<file path="config.mk">
export PLATFORM = sky130hd
export DESIGN_NAME = offload_dispatch
export DESIGN_NICKNAME = d
export VERILOG_FILES = /design/src/rtl/offload_dispatch.sv
export SDC_FILE = /design/constraint.sdc
export NUM_CORES = 1
export LEC_CHECK = 0
export ABC_AREA = 0
export CAP_MARGIN = 20
export CORE_MARGIN = 2
export CORE_UTILIZATION = 55
export DETAILED_ROUTE_END_ITERATION = 7
export GPL_TIMING_DRIVEN = 0
export HOLD_SLACK_MARGIN = 0.1
export PLACE_DENSITY_LB_ADDON = 0.2
export SKIP_CTS_REPAIR_TIMING = 1
export SLEW_MARGIN = 10
export SYNTH_ARGS = -nofsm -noshare
export SYNTH_HDL_FRONTEND = slang
export SYNTH_SLANG_ARGS = --single-unit
export TNS_END_PERCENT = 1
</file>
<file path="constraint.sdc">
create_clock -name clk -period 3.5 [get_ports clk]
set_input_delay 0.7 -clock clk [delete_from_list [all_inputs] [get_ports clk]]
set_output_delay 0.7 -clock clk [all_outputs]
set_load 0.01 [all_outputs]
</file>
<file path="src/rtl/offload_dispatch.sv">
// rtl/offload_dispatch.sv - job feeder: buffers input records and issues tagged requests under a credit window
module offload_dispatch #(
  parameter int DATA_W     = 32,
  parameter int FIFO_DEPTH = 4,
  parameter int MAX_OUT    = 8,
  parameter int TAG_W      = 3,
  parameter int CNT_W      = 16
) (
  input  logic              clk,
  input  logic              reset,
  input  logic              start,
  input  logic [CNT_W-1:0]  job_len,
  input  logic              in_valid,
  output logic              in_ready,
  input  logic [DATA_W-1:0] in_data,
  output logic              req_valid,
  input  logic              req_ready,
  output logic [DATA_W-1:0] req_data,
  output logic [TAG_W-1:0]  req_tag,
  input  logic              rsp_valid,
  output logic              busy,
  output logic              done,
  output logic [TAG_W:0]    outstanding,
  output logic              err_rsp
);

  localparam int PTR_W = $clog2(FIFO_DEPTH);

  typedef enum logic [1:0] {S_IDLE, S_RUN, S_DRAIN} state_t;

  state_t             r_state;
  logic [DATA_W-1:0]  r_mem [FIFO_DEPTH];
  logic [PTR_W-1:0]   r_wr_ptr;
  logic [PTR_W-1:0]   r_rd_ptr;
  logic [PTR_W:0]     r_count;
  logic [CNT_W-1:0]   r_len;
  logic [CNT_W-1:0]   r_accepted;
  logic [CNT_W-1:0]   r_issued;
  logic [TAG_W-1:0]   r_tag;
  logic [TAG_W:0]     r_out;
  logic               r_done;
  logic               r_err;

  logic w_full;
  logic w_empty;
  logic w_credit_ok;
  logic w_push;
  logic w_pop;

  // Handshake qualifiers depend only on registered state, so no input reaches an output combinationally.
  assign w_full      = (r_count == (PTR_W+1)'(FIFO_DEPTH));
  assign w_empty     = (r_count == '0);
  assign w_credit_ok = (r_out < (TAG_W+1)'(MAX_OUT));

  assign in_ready  = (r_state == S_RUN) && !w_full && (r_accepted < r_len);
  assign req_valid = (r_state == S_RUN) && !w_empty && w_credit_ok;
  assign w_push    = in_valid && in_ready;
  assign w_pop     = req_valid && req_ready;

  assign req_data    = r_mem[r_rd_ptr];
  assign req_tag     = r_tag;
  assign busy        = (r_state != S_IDLE);
  assign done        = r_done;
  assign outstanding = r_out;
  assign err_rsp     = r_err;

  always_ff @(posedge clk) begin
    if (w_push) begin
      r_mem[r_wr_ptr] <= in_data;
    end
  end

  always_ff @(posedge clk) begin
    if (!reset) begin
      r_state    <= S_IDLE;
      r_wr_ptr   <= '0;
      r_rd_ptr   <= '0;
      r_count    <= '0;
      r_len      <= '0;
      r_accepted <= '0;
      r_issued   <= '0;
      r_tag      <= '0;
      r_out      <= '0;
      r_done     <= 1'b0;
      r_err      <= 1'b0;
    end else begin
      r_done <= 1'b0;

      if (w_push) begin
        r_wr_ptr <= r_wr_ptr + 1'b1;
      end
      if (w_pop) begin
        r_rd_ptr <= r_rd_ptr + 1'b1;
      end
      if (w_push && !w_pop) begin
        r_count <= r_count + 1'b1;
      end else if (w_pop && !w_push) begin
        r_count <= r_count - 1'b1;
      end

      // An issue and a response in the same cycle cancel; a lone stray response flags an error.
      if (w_pop && !rsp_valid) begin
        r_out <= r_out + 1'b1;
      end else if (!w_pop && rsp_valid) begin
        if (r_out == '0) begin
          r_err <= 1'b1;
        end else begin
          r_out <= r_out - 1'b1;
        end
      end

      case (r_state)
        S_IDLE: begin
          if (start) begin
            if (job_len == '0) begin
              r_done <= 1'b1;
            end else begin
              r_state    <= S_RUN;
              r_len      <= job_len;
              r_accepted <= '0;
              r_issued   <= '0;
              r_tag      <= '0;
            end
          end
        end
        S_RUN: begin
          if (w_push) begin
            r_accepted <= r_accepted + 1'b1;
          end
          if (w_pop) begin
            r_issued <= r_issued + 1'b1;
            r_tag    <= r_tag + 1'b1;
            if (r_issued + CNT_W'(1) == r_len) begin
              r_state <= S_DRAIN;
            end
          end
        end
        S_DRAIN: begin
          if ((r_out == '0) || ((r_out == (TAG_W+1)'(1)) && rsp_valid)) begin
            r_state <= S_IDLE;
            r_done  <= 1'b1;
          end
        end
        default: r_state <= S_IDLE;
      endcase
    end
  end

endmodule

</file>
==> reports/qor.csv <==
stage;metric;value;unit
run_status;outcome;completed;
clock_network;Root Buffer;clkbuf_16;
route;post-route ant nets;0;
hold_path;HP Class;reg2reg;
logic_synthesis;Syn Inst Count;659;
floorplan;DIE WIDTH;130;um
grt;largest net degree at the start of global routing;22;
logic_synthesis;register bit total from synthesis;196;
cells_and_area;Nets;865;
logic_synthesis;EDFF count, synth;128;
timing;final worst slack;0.208;ns
clock_network;CTS sink cnt;196;
floorplan;die area;16800;um2
logic_synthesis;top-count cell post-synth;edfxtp_1;
clock_network;Clock Latency Late Sink;0.43;ns
route;first-pass iteration count of the detailed router;6;
logic_synthesis;syn_nets;742;
pwr;PwrDens;516;nW/um2
clock_network;CTS max path bufs;2;
timing;Worst-Margin Slew;0.627;ns
timing;f_max;304;MHz
worst_setup_path;crit-path max FO;10;
placed_design;pre-CTS worst setup slack;0.121;ns
route;drt drc;0;
floorplan;Starting Density;56.7;%
floorplan;Top Ports;98;
route;final wirelength;18100;um
logic_synthesis;yosys warns;0;
placed_design;GPL Wtd Cong;0.891;
logic_synthesis;top cells by count, synth;128 x edfxtp_1, 68 x dfxtp_1, 47 x nand2_1;
pwr;VDD IR max;0.327;mV
route;Via density;5.67;
cells_and_area;FILL cells;1067;
worst_setup_path;R2R setup slack;0.21;ns
timing;Slew Viols, Final;0;
clock_network;CTS tree;yes;
timing;fin crit period;3.29;ns
timing;RSZ-0062 raised after global routing;false;
cells_and_area;antenna cell count;0;
worst_setup_path;startpoint types;flip-flop;
placed_design;post-DP HPWL;12800;um
clock_network;H-tree levels;4;
floorplan;FP Rows;45;
timing;Fin Clk Skew;0.0104;ns
timing;Fin Setup TNS;0;ns
worst_setup_path;Worst EP arrival;3.65;ns
logic_synthesis;Post-Syn Area;8690;um2
logic_synthesis;Yosys top cell area share;44.2;%
worst_setup_path;Critical Path RT;3.86;ns
logic_synthesis;Top FF cell, synth;edfxtp_1;
pwr;Lkg Pwr;3.66;nW
cells_and_area;layout cell share with drive strength beyond 1;13.2;%
grt;GRT overflow;0;
logic_synthesis;area leader, netlist;edfxtp_1;
route;routed length per instance;18.0;um
timing;final worst path period share;94.1;%
timing;setup violators final;0;
grt;global-route wire length before repair;28900;um
worst_setup_path;Crit. End Element;flip-flop;
worst_setup_path;kind of critical path;reg2reg;
job;MaxCap Viol Count;0;
route;Initial DRC Count;394;
cells_and_area;Layout area overhead;23.4;%
grt;GR Util All Layers;22.6;%
timing;Rel. slew slack;58.2;%
clock_network;number of clock buffers inserted by TritonCTS;17;
placed_design;I/O Buffers;96;
logic_synthesis;Unique masters post-synth;60;
timing;hold slack;0.500;ns
logic_synthesis;synth top area cells;edfxtp_1 44%, dfxtp_1 16%, mux4_2 8.3%;
timing;Fin. Hold Viols;0;
logic_synthesis;register area share after synthesis;59.9;%
logic_synthesis;Async S/R FF share, synth;0;%
logic_synthesis;syn_area_per_cell;13.2;um2
floorplan;core area;15300;um2
grt;vias in the first global route;5796;
clock_network;clock slew at reported path FFs;0.07;ns
route;Vias;5706;
floorplan;Die Y;130;um
grt;initial antenna violation count;0;
## final cells by class
class                           count  area [um2]  area share (%)
Multi-Input combinational cell    407        3280            30.5
Buffer                             28         134            1.25
Clock inverter                     11         199            1.85
Tap cell                          211         264            2.46
Sequential cell                   196        5210            48.6
Inverter                           28         105           0.980
Timing Repair Buffer              104        1090            10.1
Clock buffer                       21         450            4.20
## worst max-delay path, cell delays in order, from the launching register on
cell and delay (ns):
dfxtp_1 0.34, inv_1 0.08, ha_1 0.31, a21o_1 0.18, a21o_1 0.17, a211o_1 0.32, a21oi_4 0.21, o21ai_2 0.11
buf_6 0.15, inv_2 0.08, ha_1 0.18, inv_1 0.06, fa_1 0.37, xor2_1 0.18, or3_1 0.31, a21boi_0 0.15
## flip-flops by register name (all words and copies together) (netlist names), 2 cells and up, named ones only
register,flops
r_mem,128
r_accepted,16
outstanding,4
r_issued,16
r_wr_ptr,2
r_rd_ptr,2
req_tag,3
r_count,3
r_state,2
r_len,16
## metrics by stage
step | total power [mW] | cell area, um2 | utilization (%) | instances
final | 5.53 | 10700 | 70.0 | 1006
after global routing | 5.75 | 10700 | 70.0 | 1006
after CTS | 5.56 | 10700 | 69.6 | 1002
after detailed placement | 3.45 | 10000 | 65.4 | 970
after global placement | 3.41 | 9920 | 64.7 | 966
after floorplan | 3.11 | 8690 | - | 659
## where the power goes
| group | switching [mW] | internal [mW] |
|---|---|---|
| Combinational | 0.379 | 0.417 |
| Clock | 0.818 | 1.29 |
| Sequential | 0.0733 | 2.55 |
## placed cells by master, fill, tap and decap left out, types with 5 or more instances in the layout
cell type and count:
edfxtp_1 128, clkdlybuf4s50_1 95, dfxtp_1 65, nand2_1 47, nor2_1 34, mux4_2 32, nand3_1 31, ha_1 28
inv_1 27, xnor2_1 25, a21oi_1 23, xor2_1 22, o21ai_0 21, a21boi_0 19, clkbuf_16 17, clkbuf_1 15
or3_1 15, and2_1 12, nand4_1 11, nor3_1 10, buf_2 8, nor4_1 7, and3_1 6, buf_1 5
buf_4 5, o21a_1 5, bufinv_16 5
## kinds of logic after synthesis
logic type               synth area share (%)
multiplexers                             8.64
XOR/XNOR                                 4.74
AO/OA/AOI/OAI                            7.40
flip-flops                               59.9
AND/OR/NAND/NOR                          12.3
buffers and inverters                    2.75
adder cells (fa/ha/maj)                  4.26
## worst paths after layout
path,startpoint,to,cells after the start
worst max register to register,r_len[5],r_count[2],15
worst min register to register,r_len[5],r_len[5],2
worst max-delay path,r_len[5],r_count[2],15
worst min-delay path,r_len[5],r_len[5],2
## metal layers
layer	track usage, %	part of all wire (%)	vias to the layer above
met1	27.7	42	2791
li1	-	-	2695
met5	0	0	-
met3	4.59	4.8	38
met4	10.1	2.8	0
met2	39.1	51	182
No activity file was read; power rests on OpenSTA's default activity.
